**config.mk**
```make
export PLATFORM = sky130hd
export DESIGN_NAME = encode12
export DESIGN_NICKNAME = d
export VERILOG_FILES = /design/src/rtl/kyber_pkg.sv /design/src/rtl/canon12.sv /design/src/rtl/encode12.sv
export SDC_FILE = /design/constraint.sdc
export NUM_CORES = 1
export LEC_CHECK = 0
export CAP_MARGIN = 10
export CORE_MARGIN = 8
export CORE_UTILIZATION = 46
export DETAILED_ROUTE_END_ITERATION = 10
export PLACE_DENSITY = 0.78
export SLEW_MARGIN = 20
export SYNTH_ARGS = -nofsm -noshare
export SYNTH_HDL_FRONTEND = slang
export SYNTH_SLANG_ARGS = --single-unit
```
**constraint.sdc**
```tcl
create_clock -name clk -period 2 [get_ports clk]
set_input_delay 0.3 -clock clk [delete_from_list [all_inputs] [get_ports clk]]
set_output_delay 0.3 -clock clk [all_outputs]
set_load 0.05 [all_outputs]
```
**src/rtl/kyber_pkg.sv**
```systemverilog
// kyber_pkg: shared Kyber constants and the byte-encoder state encoding
package kyber_pkg;
  localparam int KYBER_Q = 3329;
  localparam int KYBER_N = 256;
  localparam int KYBER_POLYBYTES = 384;
  typedef enum logic [1:0] {EMPTY, B0, B1, B2} enc_state_t;
endpackage

```
**src/rtl/canon12.sv**
```systemverilog
// canon12: maps a signed coefficient to canonical form and flags values >= Q
module canon12
  import kyber_pkg::*;
#(
  parameter int Q     = KYBER_Q,
  parameter bit CANON = 1'b1
) (
  input  logic [15:0] coef,
  output logic [11:0] val,
  output logic        range_err
);
  logic [15:0] adj;
  assign adj       = (CANON && coef[15]) ? coef + 16'(Q) : coef;
  assign val       = adj[11:0];
  assign range_err = adj >= 16'(Q);
endmodule

```
**src/rtl/encode12.sv**
```systemverilog
// encode12: packs pairs of 12-bit coefficients into a 3-byte-per-pair stream
module encode12
  import kyber_pkg::*;
#(
  parameter int N_PAIRS = 128,
  parameter int Q       = KYBER_Q,
  parameter bit CANON   = 1'b1
) (
  input  logic        clk,
  input  logic        reset,
  input  logic        set,
  input  logic        in_valid,
  output logic        in_ready,
  input  logic [15:0] din_1,
  input  logic [15:0] din_2,
  output logic [7:0]  dout,
  output logic        out_valid,
  input  logic        out_ready,
  output logic [15:0] out_index,
  output logic        poly_done,
  output logic        err_range
);
  localparam logic [15:0] LAST = 16'(3 * N_PAIRS - 1);
  enc_state_t  state, state_nxt;
  logic [11:0] a, b, ca, cb;
  logic        ea, eb, in_xfer, out_xfer;
  canon12 #(.Q(Q), .CANON(CANON)) u_c1 (.coef(din_1), .val(ca), .range_err(ea));
  canon12 #(.Q(Q), .CANON(CANON)) u_c2 (.coef(din_2), .val(cb), .range_err(eb));
  assign in_ready  = set & ~reset & (state == EMPTY | (state == B2 & out_ready));
  assign out_valid = set & (state != EMPTY);
  assign in_xfer   = set & in_valid & in_ready;
  assign out_xfer  = set & out_valid & out_ready;
  assign dout = !out_valid     ? 8'h00 :
                (state == B0)  ? a[7:0] :
                (state == B1)  ? {b[3:0], a[11:8]} : b[11:4];
  // next state: walk B0->B1->B2 per accepted byte; B2 reloads when a pair arrives alongside
  always_comb begin
    state_nxt = (state == EMPTY) ? (in_xfer ? B0 : EMPTY) :
                !out_xfer        ? state :
                (state == B0)    ? B1 :
                (state == B1)    ? B2 :
                in_xfer          ? B0 : EMPTY;
  end
  // state, pair buffer, byte index, completion pulse and sticky range flag
  always_ff @(posedge clk or posedge reset) begin
    if (reset) begin
      state     <= EMPTY;
      a         <= '0;
      b         <= '0;
      out_index <= '0;
      poly_done <= 1'b0;
      err_range <= 1'b0;
    end else begin
      state     <= state_nxt;
      poly_done <= out_xfer & (out_index == LAST);
      if (in_xfer) begin
        a <= ca;
        b <= cb;
      end
      if (in_xfer & (ea | eb)) err_range <= 1'b1;
      if (out_xfer) out_index <= (out_index == LAST) ? 16'd0 : out_index + 16'd1;
    end
  end
endmodule

```
; ---- After elaboration in Yosys (flattened, before gate mapping)
; Cells that the tools add are included.
[classes]
n_bitwise = 13
eq_ne = 4
n_reduce_logical = 3
muxes = 11
order_cmp = 2
n_addsub = 3
[ops]
columns = cell, count
row1 = 16-bit two-way mux, 3
row2 = 16-bit by 12-bit adder with 16-bit output (second input constant), 2
row3 = 16-bit by 12-bit greater-or-equal comparator with 1-bit output (second input constant), 2
row4 = 8-bit two-way mux, 3
row5 = 16-bit by 1-bit adder with 16-bit output (second input constant), 1
row6 = 16-bit by 9-bit == test with 1-bit output (second input constant), 1
row7 = 1-bit bitwise AND, 10
row8 = 2-bit two-way mux, 4
row9 = 2-bit == test (second input constant), 2
row10 = 2-bit nonzero test, 2
row11 = 2-bit by 1-bit == test with 1-bit output (second input constant), 1
row12 = 2-bit zero test, 1
row13 = 1-bit OR, 2
row14 = 1-bit two-way mux, 1
row15 = 1-bit NOT, 1
[totals]
register_bits = 44
elab_cells = 42
out_inout_bits = 28
in_bits = 37

; ---- Depth between registers and ports, before layout
; Gate-level depths: netlist of the first run.
[depth]
word_depth = 10
ltp_mapped = 9
ltp_nobuf = 8

; ---- Hierarchy
; Synthesis of the first run repeated with hierarchy kept, for this count alone.
[hier_totals]
cells_unflattened = 341
hier_area_um2 = 3275.6
[by_module_without_submodules]
columns = mod, area_each_um2, instances, seq_area_each_um2, cells_per_inst
row1 = encode12, 2214.6, 1, 1101.1, 185
row2 = canon12, 530.5, 2, 0.0, 78

; ---- Worst setup path before layout of the first run
; No wires, ideal clock.
[synth_timing]
kind = reg-to-reg
startpoint = reg state[0]
endpoint = reg a[9]
setup_ns = 0.132
slack_ns = -0.972
synth_period_minus_slack_ns = 2.972
path_buffers = 1
t_arrival_ns = 2.840
path_stages_with_launch = 9
cell_sequence = dfrtp_1 -> inv_1 -> ha_1 -> a21oi_1 -> nor3b_1 -> nand2_1 -> clkbuf_1 -> nand2_1 -> o21ai_1
[synth_between]
elab_chain_cells = 5
elab_cells_between_ends = 6
cone_classes = eq/ne: 1 / bitwise: 4 / reduce/logical: 1
[synth_lines]
columns = item, line_no
row1 = from (decl), encode12.sv:24  ; enc_state_t state, state_nxt;
row2 = from (signal assigned), encode12.sv:54  ; state <= state_nxt;
row3 = 2-bit == test, encode12.sv:29  ; assign in_ready = set & ~reset & (state == EMPTY | (state == B2 & out_ready));
row4 = 1-bit bitwise AND, encode12.sv:29
row5 = 1-bit OR (*), encode12.sv:29
row6 = 1-bit bitwise AND (*), encode12.sv:29
row7 = named net in_ready, encode12.sv:13  ; output logic in_ready,
row8 = 1-bit bitwise AND (*), encode12.sv:31  ; assign in_xfer = set & in_valid & in_ready;
row9 = to (signal assigned), encode12.sv:48  ; a <= '0;
row10 = to (signal assigned), encode12.sv:57  ; a <= ca;
row11 = to (decl), encode12.sv:25  ; logic [11:0] a, b, ca, cb;
; Mark *: on every way through the listed nets, which the timed path passes. The rest lies on a longest branch.
; A chain may end at the register's enable or synchronous reset.

; ---- Worst setup path in the final report of the first run
[layout_timing]
startpoint = reg state[0]
endpoint = out dout[5]
[layout_between]
elab_chain_cells = 4
elab_cells_between_ends = 7
cone_classes = eq/ne: 2 / mux: 3 / bitwise: 1 / reduce/logical: 1
[layout_lines]
columns = item, line_no
row1 = 2-bit == test, encode12.sv:35  ; (state == B1) ? {b[3:0], a[11:8]} : b[11:4];
row2 = 8-bit two-way mux, encode12.sv:35
row3 = 8-bit two-way mux, encode12.sv:34  ; (state == B0) ? a[7:0] :
row4 = 8-bit two-way mux (*), encode12.sv:33  ; assign dout = !out_valid ? 8'h00 :
row5 = to (decl), encode12.sv:16  ; output logic [7:0] dout,
; Every way passes the cells marked *; elsewhere a longest branch is shown, timed or not.

==> results.txt, run 1 <==
The run finished, with violations left. The final reports fail on negative setup slack. The total overflow left after global routing is 0.

Hold repair after CTS inserted 0 buffers. In this run the vertical extent of the chip is 94.1 µm. For this run, the total global-route usage over all layers was measured as 17.1%.

The critical path endpoint category was an output pin. Ranked by total cell area, the synthesized netlist is headed by dfrtp_1, xnor2_1, nand2_1, o21ai_1, xor2_1. Max-slew violation count: 0. For the number of hold violations in the final report, the log shows 0.

The number of instances in the synthesized netlist was 317; the total area of sequential cells was 1100 µm². The maximum fanout along the worst path is 9. In the final layout, the share of cells above drive strength 1 is 25.5%. Across the routed clock network, the largest skew measured is 0.00606 ns.

The worst path in the final design needs a cycle of 2.03 ns, including I/O delays and setup. Port buffering added 64 buffers. The slew of the pin with the lowest slew margin came out at 0.520 ns. The post-layout net count is 470, and the width of the die is 94.1 µm.

The mean instance size in the synthesized netlist was 8.86 µm²; the placer's final routability congestion estimate was 0.885. After detailed placement, the design holds a cell count of 488. The row count came out at 28.

TritonCTS built the clock tree. The H-tree was split into 2 levels. The tools report the starting DRC count in detailed routing as 93. Synthesis inferred 44 register bits. The number of buffers created by CTS is 5, and the share of the cycle needed by the critical path after routing is 102%. The logs give 0 for the initial antenna violation count and 47.4% for the initial standard-cell utilization of the core. For the number of search-and-repair iterations in the first detailed-routing pass, the log shows 4. Dividing total power by cell area gives a power density of 1050 nW/µm². The number of unique standard cell types used by synthesis was 50. The total half-perimeter wirelength after legalization and detailed placement was 5.93 mm; the warning count from the yosys run was 0. After detailed routing, the number of remaining DRC violations is 0. The detailed router placed 2,774 vias in this run.

Counting the fill cells in the layout gives 422. Static timing analysis puts the maximum clock frequency at 0.492 GHz. The global-route wire length before repair is 12.4 mm.

Leaving out fill and tap cells, the most frequent cells in the layout are buf_4, clkdlybuf4s50_1, dfrtp_1. The number of synthesized flops with an enable pin came out at 0. The sequential element share of the synthesized area is 39.2%. The biggest area contributor in the post-synthesis netlist is dfrtp_1. The tools report the standard cell core area as 5920 µm². The finished layout holds 502 standard cells, fillers aside. The most instantiated flip-flop cell in the synthesis netlist is dfrtp_1.

The die covers 8860 µm². Setup violations remaining at the end of the flow were counted as 4. Setup repair after global routing could not meet its margin everywhere.

After synthesis, the share of flip-flops with an asynchronous set or reset is 100%. Dividing the detail-routed wire length by the instance count gives 15.5 µm. Static power due to leakage: 1.81 nW. The tools report the multi-input gate area in the final layout as 1740 µm².

The netlist area before placement is 2810 µm², and the clock transition at the registers of the reported paths is 0.08 ns. The tightest min-delay check is of the in -> async type. The worst setup path is launched from a register. Compared with the post-synthesis result, the final layout area differs by 50.0%. Data arrives at the worst endpoint at 1.73 ns. In this run the remaining antenna-violating nets after routing total 0.

The number of global-route vias before repair was 2,731. The worst-case setup margin in the final layout was -0.0329 ns. For the required time of the critical path, the log shows 1.70 ns.

Wires add up to 7.77 mm. The clock passes through at most 2 buffers. The logs give 0.30 ns for the clock latency on the worst-skew pair and 65.3% for the headroom to the max-slew limit.

The sum of negative setup slack was -0.0520 ns; the boundary pin count was 65. Using the TritonRoute via totals, the vias-per-cell ratio works out to 5.53. The tree is rooted in a clkbuf_8. The worst ir drop on vdd is 739 µV, and the net count after synthesis is 361.

The pin count of the biggest net entering global routing was 28. For the max-capacitance violation count, the log shows 0. The type of the worst setup path is reg -> out. 0 antenna diodes ended up in the layout. For the sink count of the clock tree, the log shows 44. The top cell type by area accounts for 39.2% of the synthesized area.
==> worst max-delay path, stage by stage (launching register included) <==
cell,delay [ns]
dfrtp_1,0.40
buf_4,0.15
ha_2,0.20
buf_6,0.15
nor2_1,0.18
a21oi_2,0.07
nor2_2,0.14
buf_12,0.15
==> routing by layer <==
metal,part of all wire [%],GRT usage [%],wire length [µm],vias to the layer above
met1,41,20.2,3190,1318
met2,51,30.0,4000,98
met4,1.2,4.76,90,0
met5,0,0,0,-
met3,6.3,3.92,493,11
li1,-,-,-,1347
==> layout make-up <==
type | count | share of cell area (%)
clock buffer | 8 | 2.14
inverter | 10 | 0.891
multi-input combinational | 248 | 41.2
sequential | 44 | 26.1
tap | 75 | 2.23
timing repair buffer | 117 | 27.4
==> power breakdown <==
group	internal [mW]	switching, mW
Clock	0.282	0.288
Sequential	1.19	0.251
Combinational	1.08	1.31
Total	2.56	1.85
==> cells in the mapped netlist (2+ instances only) <==
library cell and instances:
a211oi_1 4, a21oi_1 14, a31o_1 2, a31oi_1 3, and2_1 2, and3_1 5, buf_2 3, clkbuf_1 11
dfrtp_1 44, ha_1 7, inv_1 9, mux2_1 4, mux2i_1 11, nand2_1 39, nand2b_1 2, nand3_1 9
nand4_1 18, nand4b_1 2, nor2_1 27, nor3_1 4, nor3b_1 3, nor4_1 2, o211ai_1 3, o21ai_0 2
o21ai_1 24, o21bai_1 2, o31ai_1 2, or3_1 2, xnor2_1 24, xor2_1 13
==> final timing paths <==
path                                                  end                  from  cells after the start  slack [ns]
worst max register to register  out_index[12]$_DFFE_PP0P_  state[1]$_DFFE_PP0P_                      9           0
min in group clk                         b[0]$_DFFE_PP0P_              din_2[0]                      4        0.48
worst min-delay path                  poly_done$_DFF_PP0_                 reset                      3        0.48
max in group asynchronous                a[2]$_DFFE_PP0P_                 reset                      3        1.22
worst min register to register          b[11]$_DFFE_PP0P_     b[11]$_DFFE_PP0P_                      1        0.50
worst max-delay path                              dout[5]  state[0]$_DFFE_PP0P_                      7       -0.03
==> through the flow <==
| stage | util [%] | worst slack, ns | instance area [µm²] | power, mW | hold slack (ns) |
|---|---|---|---|---|---|
| after floorplan | - | -0.0920 | 2860 | 2.69 | 0.454 |
| after global placement | 66.9 | -0.147 | 3960 | 3.50 | 0.466 |
| after detailed placement | 66.9 | -0.206 | 3960 | 3.57 | 0.475 |
| after CTS | 69.3 | -0.000334 | 4100 | 4.25 | 0.458 |
| after global routing | 71.1 | -0.111 | 4210 | 4.66 | 0.495 |
| final | 71.1 | -0.0329 | 4210 | 4.41 | 0.481 |
==> state kept, by name, indices dropped and copies added, names as in the netlist <==
name,count
out_index,16
poly_done,1
err_range,1
state,2
b,12
a,12
==> logic make-up after synthesis <==
group / share of synthesized area (%)
buffers and inverters: 3.74
AOI/OAI and AO/OA: 14.2
and+or+nand+nor: 21.7
DFF: 39.2
xor gates and xnor gates: 12.1
muxes: 5.93
adders and majority gates: 3.12
==> repair_timing <==
item / CTS / global route
buffers inserted: 0 / 4
endpoints found under the hold margin: 0 / 0
cloned: 1 / 1
pin swaps: 4 / 9
gates resized for setup: 13 / 23
endpoints found under the setup margin: 13 / 20
(Power assumes the default switching activity.)
==> run 2, diff against run 1 <==
Settings changed: CTS_CLUSTER_SIZE set to 30.
==> results of run 2 <==
Final layout, timing and power as in run 1 (identical DEF).
==> edit (flow settings as in run 1) <==
`CANON` is set to 1'b1 in 2 places; all go to 1'b0.
--- a/src/rtl/canon12.sv
+++ b/src/rtl/canon12.sv
@@ -3,7 +3,7 @@
   import kyber_pkg::*;
 #(
   parameter int Q     = KYBER_Q,
-  parameter bit CANON = 1'b1
+  parameter bit CANON = 1'b0
 ) (
   input  logic [15:0] coef,
   output logic [11:0] val,
--- a/src/rtl/encode12.sv
+++ b/src/rtl/encode12.sv
@@ -4,7 +4,7 @@
 #(
   parameter int N_PAIRS = 128,
   parameter int Q       = KYBER_Q,
-  parameter bit CANON   = 1'b1
+  parameter bit CANON   = 1'b0
 ) (
   input  logic        clk,
   input  logic        reset,
Formal check against the unedited RTL: not equivalent (Yosys sat finds a counterexample within 4 cycles, from zero or initial values and one cycle with reset high).
==> edit against run 1 <==
  * The flow still finishes with violations (negative setup slack)
  * Global-route usage is 2.0 points lower
  * Core utilization hardly changed
  * Clock power hardly changed
  * Register-to-register slack better by 0.05 ns
  * Sequential share of layout area is 6.4 points higher
  * Worst setup slack worse by 0.074 ns
  * First-iteration DRC count is 6.5% lower
  * Sequential cell count stayed put
  * Final area is 20% lower
  * Synthesized area is 19% lower
  * Routed wire length is 24% lower
  * Power is 4.2% higher
  * Largest cell class unchanged
  * Largest power group unchanged
==> edit: results (changes against run 1) <==
# setup viols final 7 (was 4); Fillers 344 (was 422); sequential area share after synthesis 0.4846 (was 0.3922); commonest cells in the netlist 44 x dfrtp_1, 25 x nor2_1, 18 x mux2_4 (was 44 x dfrtp_1, 39 x nand2_1, 27 x nor2_1); post-route insts no fill 350 (was 502); CTS resizes 11 (was 13); Post-Syn Area per Cell 11.19 um2 (was 8.857 um2); Post-DP Area 3119 um2 (was 3961 um2); slew margin rel. 0.6598 (was 0.6526); violated checks negative setup slack (unchanged); Final Core Density 0.7113 (about the same); setup slack after layout -0.1073 ns (was -0.03291 ns); status finished, violations left (unchanged); routed len/inst 16.80 um (was 15.48 um); crit-path max FO 5 (was 9); Total GRT Usage 0.1506 (was 0.1708); syn nets 245 (was 361); R2R cell count 6 (was 9); Post-Syn Area 2272 um2 (was 2808 um2); clk_skew 0.004536 ns (was 0.006062 ns); total negative slack -0.3138 ns (was -0.05199 ns); clock buffers 6 (was 8); Min Hold Slack 0.4517 ns (was 0.4809 ns); R2R setup slack 0.05 ns (was 0 ns); ranking of synthesized cells by area dfrtp_1 48%, mux2_4 12%, nor2_1 4.1%, xnor2_1 3.9%, mux2i_1 3.5% (was dfrtp_1 39%, xnor2_1 7.5%, nand2_1 5.2%, o21ai_1 4.3%, xor2_1 4.1%); largest delay contributor family on the critical path flip-flops (was buffers and inverters); Signal buf overhead 0.2564 (was 0.2739); hpwl dp 4222 um (was 5929 um); first-pass GRT wire length 8970 um (was 12360 um); routability congestion estimate 0.7525 (was 0.8852); Critical Path End dout[2] (was dout[5])
[edit: changes by cell type in the layout (fill, tap and decap cells not counted), moves of 4 or more]
cell,delta
xnor2_1,-14
xor2_1,-9
nor4_1,+6
mux2i_1,-5
nand4_1,-15
mux2_1,-4
nand2_1,-27
o21ai_1,-24
mux2_2,+5
buf_4,-41
mux2_4,+18
[edit: per-layer routing]
layer	GRT usage	vias up	part of all wire
met1	0.1885	903	0.43
met4	0.04695	0	0.018
met2	0.2470	34	0.51
met5	0	-	0
li1	-	872	-
met3	0.03970	9	0.039
[edit: power by group]
part	switching, mW	total, mW	internal [mW]
Combinational	1.27	2.51	1.25
Sequential	0.300	1.51	1.21
Clock	0.293	0.569	0.276
Total	1.86	4.59	2.73
[edit: tightest hold or removal path, delay by kind of cell]
kind | cells | cell delay, ns
buffers and inverters | 3 | 0.81
